## src/rtl/jackpot_pkg.sv

```systemverilog
// Shared types and default timing constants for the jackpot LED game.
package jackpot_pkg;

  typedef enum logic [1:0] {
    IDLE = 2'd0,
    SPIN = 2'd1,
    WIN  = 2'd2,
    LOSE = 2'd3
  } state_t;

  typedef logic [31:0] tick_cnt_t;

  localparam tick_cnt_t TC_SPIN_DEF    = 32'd12_500_000;
  localparam tick_cnt_t TC_SHOW_DEF    = 32'd31_250_000;
  localparam tick_cnt_t SHOW_TICKS_DEF = 32'd6;

  // True when exactly one bit of v is set.
  function automatic logic is_onehot(input logic [31:0] v);
    return (v != '0) && ((v & (v - 32'd1)) == '0);
  endfunction

endpackage

```

## src/rtl/jackpot_if.sv

```systemverilog
// Player-facing signal bundle: start button, switches, LEDs and status.
interface jackpot_if #(
  parameter int unsigned NLED = 4
);
  logic            START;
  logic [NLED-1:0] SWITCHES;
  logic [NLED-1:0] LEDS;
  logic            WIN;
  logic            BUSY;

  // Board / stimulus side.
  modport master (
    output START, SWITCHES,
    input  LEDS, WIN, BUSY
  );

  // Controller side.
  modport slave (
    input  START, SWITCHES,
    output LEDS, WIN, BUSY
  );
endinterface

```

## src/rtl/jackpot_tick_gen.sv

```systemverilog
// Programmable single-cycle enable tick generator.
module tick_gen
  import jackpot_pkg::*;
(
  input  logic      CLOCK,
  input  logic      RESET,
  input  logic      clr,
  input  tick_cnt_t tc,
  output logic      tick
);

  tick_cnt_t cnt;
  logic      at_end;

  // Terminal count reached; tc of 0 or 1 ticks every cycle.
  always_comb begin
    at_end = (tc <= 32'd1) || (cnt >= tc - 32'd1);
    tick   = !clr && at_end;
  end

  // Count up, wrap on tick, force to zero on clear.
  always_ff @(posedge CLOCK or negedge RESET) begin
    if (!RESET) begin
      cnt <= '0;
    end else if (clr || tick) begin
      cnt <= '0;
    end else begin
      cnt <= cnt + 32'd1;
    end
  end

endmodule

```

## src/rtl/jackpot_controller.sv

```systemverilog
// Jackpot game sequencer: spin a lit LED, judge a switch press, show win/lose.
module jackpot_controller
  import jackpot_pkg::*;
#(
  parameter int unsigned NLED       = 4,
  parameter tick_cnt_t   TC_SPIN    = TC_SPIN_DEF,
  parameter tick_cnt_t   TC_SHOW    = TC_SHOW_DEF,
  parameter tick_cnt_t   SHOW_TICKS = SHOW_TICKS_DEF
) (
  input logic       CLOCK,
  input logic       RESET,
  jackpot_if.slave  io
);

  state_t          state;
  logic            start_q;
  logic [NLED-1:0] sw_q;
  logic            start_rise;
  logic [NLED-1:0] sw_rise;
  logic            hit;
  logic            clr;
  logic            tick;
  tick_cnt_t       tc;
  tick_cnt_t       show_cnt;
  logic [NLED-1:0] leds;
  logic            win_r;
  logic            busy_r;

  assign io.LEDS = leds;
  assign io.WIN  = win_r;
  assign io.BUSY = busy_r;

  // Sample inputs for rising-edge detection.
  always_ff @(posedge CLOCK or negedge RESET) begin
    if (!RESET) begin
      start_q <= 1'b0;
      sw_q    <= '0;
    end else begin
      start_q <= io.START;
      sw_q    <= io.SWITCHES;
    end
  end

  // Edge detect, press judgement, tick period select and tick clear.
  // Only the SPIN exit needs an explicit clear: IDLE holds the counter at zero,
  // and WIN/LOSE leave on a tick, which already wraps the counter to zero.
  always_comb begin
    start_rise = io.START & ~start_q;
    sw_rise    = io.SWITCHES & ~sw_q;
    hit        = is_onehot(32'(sw_rise)) && (sw_rise == leds);
    tc         = (state == SPIN || state == IDLE) ? TC_SPIN : TC_SHOW;
    clr        = (state == IDLE) || ((state == SPIN) && (sw_rise != '0));
  end

  tick_gen u_tick_gen (
    .CLOCK (CLOCK),
    .RESET (RESET),
    .clr   (clr),
    .tc    (tc),
    .tick  (tick)
  );

  // Game state machine with registered LED and status outputs.
  always_ff @(posedge CLOCK or negedge RESET) begin
    if (!RESET) begin
      state    <= IDLE;
      leds     <= '0;
      win_r    <= 1'b0;
      busy_r   <= 1'b0;
      show_cnt <= '0;
    end else begin
      case (state)
        IDLE: begin
          leds <= '0;
          if (start_rise) begin
            state  <= SPIN;
            leds   <= NLED'(1);
            busy_r <= 1'b1;
          end
        end
        SPIN: begin
          if (sw_rise != '0) begin
            show_cnt <= '0;
            if (hit) begin
              state <= WIN;
              leds  <= '1;
              win_r <= 1'b1;
            end else begin
              state <= LOSE;
            end
          end else if (tick) begin
            leds <= {leds[NLED-2:0], leds[NLED-1]};
          end
        end
        WIN, LOSE: begin
          if (tick) begin
            if (show_cnt == SHOW_TICKS - 32'd1) begin
              state  <= IDLE;
              leds   <= '0;
              win_r  <= 1'b0;
              busy_r <= 1'b0;
            end else begin
              show_cnt <= show_cnt + 32'd1;
              if (state == WIN) begin
                leds <= ~leds;
              end
            end
          end
        end
        default: begin
          state  <= IDLE;
          leds   <= '0;
          win_r  <= 1'b0;
          busy_r <= 1'b0;
        end
      endcase
    end
  end

endmodule

```

## src/flat_wrapper.sv

```systemverilog
// flat-port wrapper written by rule: the top's interface ports become plain ports
module jackpot_controller_flat import jackpot_pkg::*;
#(
  parameter int unsigned NLED       = 4,
  parameter tick_cnt_t   TC_SPIN    = TC_SPIN_DEF,
  parameter tick_cnt_t   TC_SHOW    = TC_SHOW_DEF,
  parameter tick_cnt_t   SHOW_TICKS = SHOW_TICKS_DEF
)
  (CLOCK, RESET, io_START, io_SWITCHES, io_LEDS, io_WIN, io_BUSY);
  jackpot_if #(.NLED(NLED)) io_i ();
  input logic CLOCK;
  input logic RESET;
  input wire logic [$bits(io_i.START)-1:0] io_START;
  input wire logic [$bits(io_i.SWITCHES)-1:0] io_SWITCHES;
  output wire logic [$bits(io_i.LEDS)-1:0] io_LEDS;
  output wire logic [$bits(io_i.WIN)-1:0] io_WIN;
  output wire logic [$bits(io_i.BUSY)-1:0] io_BUSY;
  assign io_i.START = io_START;
  assign io_i.SWITCHES = io_SWITCHES;
  assign io_LEDS = io_i.LEDS;
  assign io_WIN = io_i.WIN;
  assign io_BUSY = io_i.BUSY;
  jackpot_controller #(.NLED(NLED), .TC_SPIN(TC_SPIN), .TC_SHOW(TC_SHOW), .SHOW_TICKS(SHOW_TICKS)) u_core (.CLOCK(CLOCK), .RESET(RESET), .io(io_i));
endmodule
```

## config.mk

```make
export PLATFORM = sky130hd
export DESIGN_NAME = jackpot_controller_flat
export DESIGN_NICKNAME = d
export VERILOG_FILES = /design/src/rtl/jackpot_pkg.sv /design/src/rtl/jackpot_if.sv /design/src/rtl/jackpot_tick_gen.sv /design/src/rtl/jackpot_controller.sv /design/src/flat_wrapper.sv
export SDC_FILE = /design/constraint.sdc
export NUM_CORES = 1
export LEC_CHECK = 0
export CAP_MARGIN = 20
export CORE_ASPECT_RATIO = 2
export CORE_MARGIN = 5
export CORE_UTILIZATION = 55
export DETAILED_ROUTE_END_ITERATION = 7
export PLACE_DENSITY = 0.77
export SLEW_MARGIN = 10
export SYNTH_ARGS = -nofsm -noshare
export SYNTH_HDL_FRONTEND = slang
export SYNTH_SLANG_ARGS = --single-unit
```

## constraint.sdc

```tcl
create_clock -name CLOCK -period 7.5 [get_ports CLOCK]
set_input_delay 1.5 -clock CLOCK [delete_from_list [all_inputs] [get_ports CLOCK]]
set_output_delay 1.5 -clock CLOCK [all_outputs]
set_load 0.03 [all_outputs]
```

# Word-level counts from Yosys, hierarchy flattened
# Cells that the tools add are included.
[op_classes]
magnitude_cmp = 2
n_eq_ne = 14
bitwise_logic = 6
muxes = 27
n_reduce_logical = 20
add_sub_neg = 4
[op_table]
columns = ["cell", "n"]
rows = [
  ["2-to-1 mux 32 bit", 4],
  ["adder 32 x 1 -> 32 bit (second input constant)", 2],
  ["one-hot mux 32 bit (2 select lines)", 1],
  ["bitwise AND 4 x 32 -> 32 bit", 1],
  ["== test 32 x 3 -> 1 bit (second input constant)", 1],
  ["greater-or-equal comparator 32 bit", 1],
  ["less-or-equal comparator 32 x 1 -> 1 bit (second input constant)", 1],
  ["logical NOT 32 bit", 1],
  ["subtractor 32 x 1 -> 32 bit (second input constant)", 1],
  ["2-to-1 mux 25 bit", 1],
  ["2-to-1 mux 4 bit", 6],
  ["AND reduction 4 bit", 4],
  ["one-hot mux 4 bit (3 select lines)", 1],
  ["2-to-1 mux 2 bit", 4],
  ["NOT 4 bit", 2],
  ["2-to-1 mux 1 bit", 7],
  ["!= test 2 x 1 -> 1 bit (second input constant)", 3],
  ["!= test 2 bit (second input constant)", 3],
  ["one-hot mux 2 bit (3 select lines)", 1],
  ["AND reduction 5 bit", 1],
  ["subtractor 4 x 1 -> 5 bit (second input constant)", 1],
  ["bitwise AND 4 bit", 1],
  ["== test 2 bit (second input constant)", 2],
  ["== test 4 bit", 1],
  ["14 further kinds", 22],
]
[word_totals]
regBits = 77
inputBits = 7

# Longest topological paths before layout
# Gate-level depths: netlist of the first run.
[logic_depth]
depth_word = 10
mapped_depth = 12
ltp_nobuf = 9

# Modules after synthesis
# A second synthesis of the first run with hierarchy kept.
[hier_totals]
hier_cells = 612
hier_area_um2 = 5421.4
[by_module_without_submodules]
columns = ["mod", "n_inst", "cells_per_inst", "seq_area_each_um2", "area_each_um2"]
rows = [
  ["tick_gen", 1, 337, 800.8, 2896.5],
  ["jackpot_controller", 1, 275, 1126.1, 2524.9],
]

# Worst setup path after synthesis of the first run
# OpenSTA, ideal clock, no wires.
[synth_timing]
path_type = "register to register"
startpoint = "register u_core.state[1]"
endpoint = "register u_core.leds[0], in the netlist u_core.io.LEDS[0]"
t_required_ns = 7.375
path_buffers = 2
setup_ns = 0.125
path_slack_ns = 4.392
path_stages_with_launch = 12
period_less_slack_ns = 3.108
arrival_ns = 2.983
cell_sequence = "dfrtp_1 clkbuf_1 clkinv_1 clkbuf_1 ha_1 a21o_1 a221oi_1 o21ai_1 o21a_1 a2bb2oi_1 o2bb2ai_1 mux2_2"
[synth_between]
elab_chain_cells = 9
[synth_rtl]
columns = ["item", "line", "text"]
rows = [
  ["start: declaration", "jackpot_controller.sv:15", "state_t state;"],
  ["start signal: assignment", "jackpot_controller.sv:66", "state <= IDLE;"],
  ["start signal: assignment", "jackpot_controller.sv:76", "state <= SPIN;"],
  ["start signal: assignment", "jackpot_controller.sv:85", "state <= WIN;"],
  ["== test 2 x 1 -> 1 bit / logical NOT 2 bit (equally long branches)", "jackpot_controller.sv:51, jackpot_controller.sv:52, jackpot_controller.sv:72", ""],
  ["logical OR 1 bit", "jackpot_controller.sv:51", "tc = (state == SPIN || state == IDLE) ? TC_SPIN : TC_SHOW;"],
  ["2-to-1 mux 25 bit", "jackpot_controller.sv:51", ""],
  ["subtractor 32 x 1 -> 32 bit", "jackpot_tick_gen.sv:17", "at_end = (tc <= 32'd1) || (cnt >= tc - 32'd1);"],
  ["greater-or-equal comparator 32 bit", "jackpot_tick_gen.sv:17", ""],
  ["logical OR 1 bit", "jackpot_tick_gen.sv:17", ""],
  ["logical AND 1 bit", "jackpot_tick_gen.sv:18", "tick = !clr && at_end;"],
  ["!= test 3 bit (no line) / != test 2 bit (equally long branches)", "--", ""],
  ["AND reduction 4 bit (no line)", "--", ""],
  ["end signal: assignment", "jackpot_controller.sv:92", "leds <= {leds[NLED-2:0], leds[NLED-1]};"],
  ["end signal: assignment", "jackpot_controller.sv:105", "leds <= ~leds;"],
  ["end: declaration", "jackpot_controller.sv:25", "logic [NLED-1:0] leds;"],
]
# Several ways; a longest one is shown, not always the timed one.
# A chain may end at the register's enable or synchronous reset.

# Worst setup path after layout of the first run
[layout_timing]
startpoint = "register u_core.state[1]"
endpoint = "register u_core.show_cnt[10]"
[layout_between]
elab_chain_cells = 9
[layout_rtl]
columns = ["item", "line", "text"]
rows = [
  ["== test 2 x 1 -> 1 bit / logical NOT 2 bit (equally long branches)", "jackpot_controller.sv:51, jackpot_controller.sv:52, jackpot_controller.sv:72", ""],
  ["logical OR 1 bit", "jackpot_controller.sv:51", ""],
  ["2-to-1 mux 25 bit", "jackpot_controller.sv:51", ""],
  ["subtractor 32 x 1 -> 32 bit", "jackpot_tick_gen.sv:17", ""],
  ["greater-or-equal comparator 32 bit", "jackpot_tick_gen.sv:17", ""],
  ["logical OR 1 bit", "jackpot_tick_gen.sv:17", ""],
  ["logical AND 1 bit", "jackpot_tick_gen.sv:18", ""],
  ["!= test 2 bit (no line)", "--", ""],
  ["AND reduction 4 bit (no line)", "--", ""],
  ["end signal: assignment", "jackpot_controller.sv:103", "show_cnt <= show_cnt + 32'd1;"],
  ["end: declaration", "jackpot_controller.sv:24", "tick_cnt_t show_cnt;"],
]
# Several ways; a longest one is shown, not always the timed one.

==> run_results.csv, run 1 <==
group,metric,value,unit
sta,finalMaxSlewViolations,0,
power_and_ir_drop,worst_ir_drop_vdd,282,uV
layout,post_route_cells_drive_above_1_share,6.62,%
placement,place.detailed.hpwl,5420,microns
yosys,post_synth_instance_area,4170,sq um
clock_tree,clkSlewWorstSetupHoldPaths,0.06,ns
yosys,synth_most_common_cell,"sky130_fd_sc_hd__dfrtp_1",
yosys,synth_cell_type_count,51,
yosys,yosysSeqAreaShare,46.2,%
sta,timing.slew.headroom,37.5,%
sta,timing_worst_slew_pin_value,0.938,ns
worst_setup_path,rr_endpoint,"u_core.show_cnt[10]",
clock_tree,cts_tree,"yes",
route,wl_per_cell,15.4,microns
route,vias,3307,
yosys,synthDominantAreaCellType,"sky130_fd_sc_hd__dfrtp_1",
clock_tree,cts_max_path_bufs,2,
power_and_ir_drop,cellInternalPower,897,uW
power_and_ir_drop,comb_power_share,27.6,%
placement,io_buffer_count,12,
route,route.final.wire_length,8450,microns
floorplanning,coreArea,7490,sq um
yosys,synth.cells.most_frequent,"77 x sky130_fd_sc_hd__dfrtp_1, 55 x sky130_fd_sc_hd__nor2_1, 31 x sky130_fd_sc_hd__nand2_1",
placement,detailedPlace.worstSlack,3.80,ns
worst_setup_path,worstPathCellList,"clkinv_1, ha_1, a21o_1, a221oi_1, o21ai_1, o2111a_2, a31oi_4, or2_2, o311ai_1",
yosys,ys_warn_count,0,
worst_setup_path,r2r-start,"u_core.state[1]",
clock_tree,clk_latency,0.34,ns
worst_setup_path,timing.critical_path.slowest_stage_cell,"sky130_fd_sc_hd__clkinv_1",
route,drt.antenna.violating_nets,0,
worst_setup_path,setup.worst_path.start,"u_core.state[1]",
yosys,synthFlopType,"sky130_fd_sc_hd__dfrtp_1",
sta,clock.fmax,272,MHz
sta,timing.final.hold_violations,0,
clock_tree,cts-hold-fix-buffers,0,
grt,overflow,0,
power_and_ir_drop,swShare,33.9,%
grt,vias_in_the_first_global_route,3362,
route,post-route-drc-count,0,
layout,insertedDiodeCount,0,
worst_setup_path,worst-r2r-setup-slack,3.82,ns
worst_setup_path,setup.worst_path.start_class,"flip-flop",
power_and_ir_drop,power.switching,461,uW
yosys,synth_top_area_share,46.2,%
clock_tree,number_of_clock_buffers_inserted_by_tritoncts,9,
run,max_cap_viol_count,0,
worst_setup_path,worst_setup_path_endpoint,"u_core.show_cnt[10]",
grt,largest_net_degree_at_the_start_of_global_routing,78,
yosys,synthesis.instances,439,
grt,global_route.usage.total,19.6,%
clock_tree,ctsResizeCount,0,
placement,place_area,4310,sq um
route,drt_iter0_markers,286,
yosys,asyncSetResetFlopFracSynth,100,%
power_and_ir_drop,clockPowerShare,33.9,%
sta,period_minus_ws_final,3.68,ns
route,route.detailed.vias_per_inst,6.05,
floorplanning,num_rows,45,
worst_setup_path,critPathMaxStageDelay,0.71,ns
yosys,top_cells_by_area_in_the_synthesized_netlist,"sky130_fd_sc_hd__dfrtp_1 46%, sky130_fd_sc_hd__nor2_1 4.9%, sky130_fd_sc_hd__ha_1 3.9%, sky130_fd_sc_hd__o31ai_1 3.8%, sky130_fd_sc_hd__nand3_1 3.2%",
sta,timing.setup.tns,0,ns
floorplanning,die_height,133,microns
floorplanning,ios,13,
worst_setup_path,r2r.worst_path.cells,9,
sta,setup_viol,0,
layout,final_net_count,468,
route,first_pass_iters,5,
floorplanning,fp.dieW,71.6,microns
sta,final.setup.worst_slack,3.82,ns
yosys,syn_area_per_cell,9.51,sq um
yosys,synth_enable_flop_cells,0,
clock_tree,cts_max_level,3,
sta,finalHoldWorstSlack,0.469,ns
hold_path,worstHoldPathType,"flip-flop to flip-flop",
power_and_ir_drop,total_leakage_power,1.89,nW
floorplanning,fp.dieArea,9530,sq um
worst_setup_path,critical_path.endpoint_type,"flip-flop",
worst_setup_path,timing.critical_path.arrival,3.87,ns
layout,area.growth.synth_to_final,10.7,%
outcome,outcome,"finished, final reports clean",
grt,grt_pass1_wl,15000,microns
clock_tree,root_buffer,"sky130_fd_sc_hd__clkbuf_16",
yosys,synth_seq_cells,77,
grt,antenna_found_initial,0,
power_and_ir_drop,power_frac_seq,38.5,%
worst_setup_path,timing_worst_setup_path_type,"flip-flop to flip-flop",
clock_tree,post_cts_buffers,0,
clock_tree,cts_num_sinks,77,
sta,rsz0062_at_grt,"false",
placement,gp_routability_congestion,0.837,
worst_setup_path,critical_path.max_fanout,31,
layout,post_route_design_area,4620,sq um
floorplanning,initial_core_util,55.7,%
layout,filler_cell_count,640,
sta,timing.clock.skew,0.00379,ns
sta,final_period_utilization,49.0,%
worst_setup_path,cp_data_required_time,7.69,ns
power_and_ir_drop,power.density,294,nW/um^2
how the worst min path moves through the flow:
stage	start	endpoint	slack, ns	cells past startpoint
finish	u_core.u_tick_gen.cnt[0]	u_core.u_tick_gen.cnt[0]	0.47	1
global route	u_core.u_tick_gen.cnt[0]	u_core.u_tick_gen.cnt[0]	0.48	1
CTS	u_core.u_tick_gen.cnt[0]	u_core.u_tick_gen.cnt[0]	0.47	1
detailed placement	u_core.u_tick_gen.cnt[0]	u_core.u_tick_gen.cnt[0]	0.45	1
global placement	u_core.u_tick_gen.cnt[0]	u_core.u_tick_gen.cnt[0]	0.44	1
floorplan	u_core.u_tick_gen.cnt[0]	u_core.u_tick_gen.cnt[0]	0.43	1
logic make-up after synthesis:
group / Yosys count / share of synthesized area (%)
AND/OR/NAND/NOR: 189 / 23.0
adder cells (fa/ha/maj): 13 / 3.90
buffers and inverters: 28 / 3.81
other: 1 / 0.0899
AO/OA/AOI/OAI: 102 / 16.7
flip-flops: 77 / 46.2
XOR/XNOR: 24 / 5.04
multiplexers: 5 / 1.32
worst max-delay path, delay by kind of cell (launching register included):
kind | cells | cell delay, ns
adder cells (fa/ha/maj) | 1 | 0.63
flip-flops | 1 | 0.34
buffers and inverters | 1 | 0.71
AND/OR/NAND/NOR | 1 | 0.26
AO/OA/AOI/OAI | 6 | 1.56
sequential cells by signal, summed over array words and instances (netlist names):
signal	flops
u_core.state	2
u_core.io.BUSY	1
u_core.io.WIN	1
u_core.sw_q	4
u_core.u_tick_gen.cnt	32
u_core.io.LEDS	4
u_core.show_cnt	32
u_core.start_q	1
layer usage:
layer,track usage [%],part of all wire [%],vias up
met3,4.91,4.2,18
met5,0,0,-
li1,-,-,1618
met2,30.4,49,74
met1,24.9,45,1597
met4,10.0,2.4,0
final cells by class:
type | instances | area [sq um] | area share (%)
tap | 94 | 118 | 2.55
sequential | 77 | 1930 | 41.7
clock inverter | 7 | 90.1 | 1.95
clock buffer | 9 | 225 | 4.87
timing repair buffer | 13 | 125 | 2.71
multi-input combinational | 339 | 2110 | 45.6
inverter | 8 | 30.0 | 0.650
cell usage in the layout (no fill, tap or decap), types with 3 or more instances in the layout:
cell / count
sky130_fd_sc_hd__dfrtp_1: 77
sky130_fd_sc_hd__nor2_1: 55
sky130_fd_sc_hd__nand2_1: 31
sky130_fd_sc_hd__nand3_1: 27
sky130_fd_sc_hd__o21ai_1: 27
sky130_fd_sc_hd__o31ai_1: 21
sky130_fd_sc_hd__nand4_1: 15
sky130_fd_sc_hd__xor2_1: 14
sky130_fd_sc_hd__ha_1: 13
sky130_fd_sc_hd__and3_1: 12
sky130_fd_sc_hd__clkdlybuf4s50_1: 11
sky130_fd_sc_hd__xnor2_1: 10
sky130_fd_sc_hd__a31oi_1: 10
sky130_fd_sc_hd__nor4_1: 9
sky130_fd_sc_hd__clkbuf_16: 9
sky130_fd_sc_hd__nand2b_1: 8
sky130_fd_sc_hd__inv_1: 7
sky130_fd_sc_hd__nor3_1: 7
sky130_fd_sc_hd__o21ai_0: 7
sky130_fd_sc_hd__nor2b_1: 6
sky130_fd_sc_hd__conb_1: 6
sky130_fd_sc_hd__a21oi_1: 5
sky130_fd_sc_hd__o21a_1: 5
sky130_fd_sc_hd__o41ai_1: 5
sky130_fd_sc_hd__mux2_2: 4
sky130_fd_sc_hd__and4_1: 4
sky130_fd_sc_hd__or3_1: 3
sky130_fd_sc_hd__nand4b_1: 3
sky130_fd_sc_hd__o2bb2ai_1: 3
sky130_fd_sc_hd__and2_1: 3
sky130_fd_sc_hd__or2_2: 3
sky130_fd_sc_hd__clkinv_2: 3
through the flow:
step | utilization [%] | power (mW) | std cells
2_1_floorplan | - | 0.820 | 444
3_3_place_gp | 57.5 | 0.894 | 531
3_5_place_dp | 57.5 | 0.902 | 531
4_1_cts | 61.7 | 1.37 | 547
5_1_grt | 61.7 | 1.44 | 547
6_report | 61.7 | 1.36 | 547
power by group through the flow:
| stage | clock [mW] | sequential [mW] | combinational (mW) |
|---|---|---|---|
| finish | 0.460 | 0.523 | 0.374 |
| global route | 0.487 | 0.532 | 0.418 |
| CTS | 0.468 | 0.521 | 0.379 |
| detailed placement | 0 | 0.528 | 0.374 |
| global placement | 0 | 0.526 | 0.368 |
| floorplan | 0 | 0.536 | 0.283 |
Power figures use the tool's default switching activity.
==> inputs of run 2 (changes only) <==
- clock period: 7.5 -> 3.5 ns (I/O delays scaled with it)
==> run 2 against run 1 <==
Routed wire length is 0.40% higher. Sequential power rose by 110%. Worst hold slack worse by 0.0049 ns. Count of clock-buffer cells in the layout is 3 higher. Register-to-register slack worse by 3.3 ns. Via count decreased by 1.7%. Setup slack worse by 3.3 ns. First-iteration DRC count shrank 6.3%. Global-route usage is 0.15 points higher. Non-clock buffer count rose by 2.
==> run_results.csv, run 2 (synthesized netlist as in run 1, its figures left out) <==
group,metric,value,unit
power_and_ir_drop,worst_ir_drop_vdd,646,uV
placement,place.detailed.hpwl,5530,microns
sta,timing.clock.skew,0.00572,ns
sta,timing_worst_slew_pin_value,0.957,ns
route,vias,3250,
floorplanning,num_rows,45,
floorplanning,fp.dieArea,9530,sq um
power_and_ir_drop,cellInternalPower,1.83,mW
floorplanning,initial_core_util,55.7,%
clock_tree,number_of_clock_buffers_inserted_by_tritoncts,9,
sta,final.setup.worst_slack,0.568,ns
grt,global_route.usage.total,19.7,%
power_and_ir_drop,comb_power_share,29.0,%
layout,final_core_utilization,61.4,%
layout,insertedDiodeCount,0,
grt,antenna_found_initial,0,
floorplanning,die_height,133,microns
sta,period_minus_ws_final,2.93,ns
clock_tree,ctsResizeCount,0,
worst_setup_path,timing.critical_path.slowest_stage_cell,"sky130_fd_sc_hd__a31oi_4",
floorplanning,coreArea,7490,sq um
floorplanning,fp.dieW,71.6,microns
clock_tree,post_cts_buffers,0,
layout,most_common_cell_after_layout_fill_and_taps_aside,"sky130_fd_sc_hd__dfrtp_1",
route,first_pass_iters,4,
layout,final_net_count,470,
worst_setup_path,r2r.worst_path.cells,9,
worst_setup_path,cp_top_family,"compound AO/OA/AOI/OAI gates",
power_and_ir_drop,power.switching,973,uW
sta,timing.final.hold_violations,0,
run,max_cap_viol_count,0,
placement,io_buffer_count,12,
clock_tree,clkSlewWorstSetupHoldPaths,0.06,ns
clock_tree,cts_tree,"yes",
power_and_ir_drop,power.density,609,nW/um^2
worst_setup_path,critical_path_depth,9,
clock_tree,cts_num_sinks,77,
layout,filler_cell_count,635,
placement,place_area,4320,sq um
sta,finalMaxSlewViolations,0,
sta,clock.fmax,341,MHz
grt,overflow,0,
hold_path,worstHoldPathType,"flip-flop to flip-flop",
worst_setup_path,setup.worst_path.start_class,"flip-flop",
worst_setup_path,critical_path.endpoint_type,"flip-flop",
worst_setup_path,worstPathCellList,"clkinv_1, ha_1, a21o_1, a221oi_1, o21ai_1, o2111a_2, a31oi_4, or2_2, o311ai_1",
floorplanning,ios,13,
grt,grt_pass1_wl,15200,microns
route,post-route-drc-count,0,
sta,timing.slew.headroom,36.2,%
layout,layout_top_registers,"u_core.show_cnt (32), u_core.u_tick_gen.cnt (32)",
clock_tree,cts_max_level,3,
outcome,outcome,"finished, final reports clean",
layout,area.growth.synth_to_final,10.2,%
clock_tree,clk_latency,0.35,ns
placement,gp_routability_congestion,0.837,
power_and_ir_drop,total_leakage_power,1.88,nW
worst_setup_path,critPathMaxStageDelay,0.55,ns
power_and_ir_drop,clockPowerShare,31.0,%
layout,post_route_cells_drive_above_1_share,6.81,%
route,route.detailed.vias_per_inst,5.92,
clock_tree,cts_max_path_bufs,2,
grt,vias_in_the_first_global_route,3242,
route,wl_per_cell,15.5,microns
clock_tree,root_buffer,"sky130_fd_sc_hd__clkbuf_16",
power_and_ir_drop,power_frac_seq,40.0,%
power_and_ir_drop,swShare,34.7,%
worst_setup_path,critPathBufInv,1,
route,drt_iter0_markers,268,
placement,detailedPlace.worstSlack,0.556,ns
worst_setup_path,timing_worst_setup_path_type,"flip-flop to flip-flop",
sta,setup_viol,0,
hold_path,hold-path-cell-count,1,
power_and_ir_drop,p_total,2.80,mW
route,drt.antenna.violating_nets,0,
worst_setup_path,cp_data_required_time,3.71,ns
sta,timing.setup.tns,0,ns
clock_tree,cts-hold-fix-buffers,0,
layout,layout_common_cells,"77 x sky130_fd_sc_hd__dfrtp_1, 55 x sky130_fd_sc_hd__nor2_1, 31 x sky130_fd_sc_hd__nand2_1",
worst_setup_path,critical_path.max_fanout,21,
layout,post_route_design_area,4600,sq um
sta,final_period_utilization,83.8,%
sta,rsz0062_at_grt,"false",
grt,largest_net_degree_at_the_start_of_global_routing,78,
worst_setup_path,timing.critical_path.arrival,3.14,ns
route,route.final.wire_length,8480,microns
-- run 2: worst paths after layout --
| kind | start | to | slack, ns |
|---|---|---|---|
| setup reg to reg | u_core.state[1] | u_core.show_cnt[10] | 0.57 |
| setup / recovery | u_core.state[1] | u_core.show_cnt[10] | 0.57 |
| min in group asynchronous | RESET | u_core.u_tick_gen.cnt[0] | 0.51 |
| hold reg to reg | u_core.u_tick_gen.cnt[0] | u_core.u_tick_gen.cnt[0] | 0.46 |
| hold / removal | u_core.u_tick_gen.cnt[0] | u_core.u_tick_gen.cnt[0] | 0.46 |
| max in group asynchronous | RESET | u_core.show_cnt[12] | 2.38 |
-- run 2: final cells by class --
type,instances,area [sq um],area share (%)
inverter,8,30.0,0.653
timing repair buffer,15,140,3.05
multi-input combinational,339,2110,45.8
clock inverter,4,22.5,0.490
tap,94,118,2.56
clock buffer,12,256,5.58
sequential,77,1930,41.9
-- run 2: power groups by stage --
| stage | Clock [mW] | Combinational [mW] | Sequential, mW |
|---|---|---|---|
| 6_report | 0.867 | 0.813 | 1.12 |
| 5_1_grt | 0.923 | 0.915 | 1.14 |
| 4_1_cts | 0.883 | 0.818 | 1.12 |
| 3_5_place_dp | 0 | 0.816 | 1.13 |
| 3_3_place_gp | 0 | 0.800 | 1.13 |
| 2_1_floorplan | 0 | 0.607 | 1.15 |
-- run 2: metal layers --
metal  part of all wire (%)  vias to the layer above  global-route usage (%)
met2                     48                       64                    30.3
li1                       -                     1626                       -
met3                    3.8                       10                    4.61
met4                    1.8                        0                    7.95
met1                     46                     1550                    26.6
met5                      0                        -                       0
-- run 2: metrics by stage --
stage               std cells  hold slack (ns)
global route              549            0.503
floorplan                 444            0.404
finish                    549            0.465
global placement          533            0.443
detailed placement        533            0.453
CTS                       549            0.468
-- run 2: worst reg2reg max path, stage by stage, from the launching register on --
cell	delay (ns)
sky130_fd_sc_hd__dfrtp_1	0.43
sky130_fd_sc_hd__clkinv_1	0.23
sky130_fd_sc_hd__ha_1	0.35
sky130_fd_sc_hd__a21o_1	0.18
sky130_fd_sc_hd__a221oi_1	0.24
sky130_fd_sc_hd__o21ai_1	0.13
sky130_fd_sc_hd__o2111a_2	0.35
sky130_fd_sc_hd__a31oi_4	0.55
sky130_fd_sc_hd__or2_2	0.26
sky130_fd_sc_hd__o311ai_1	0.08
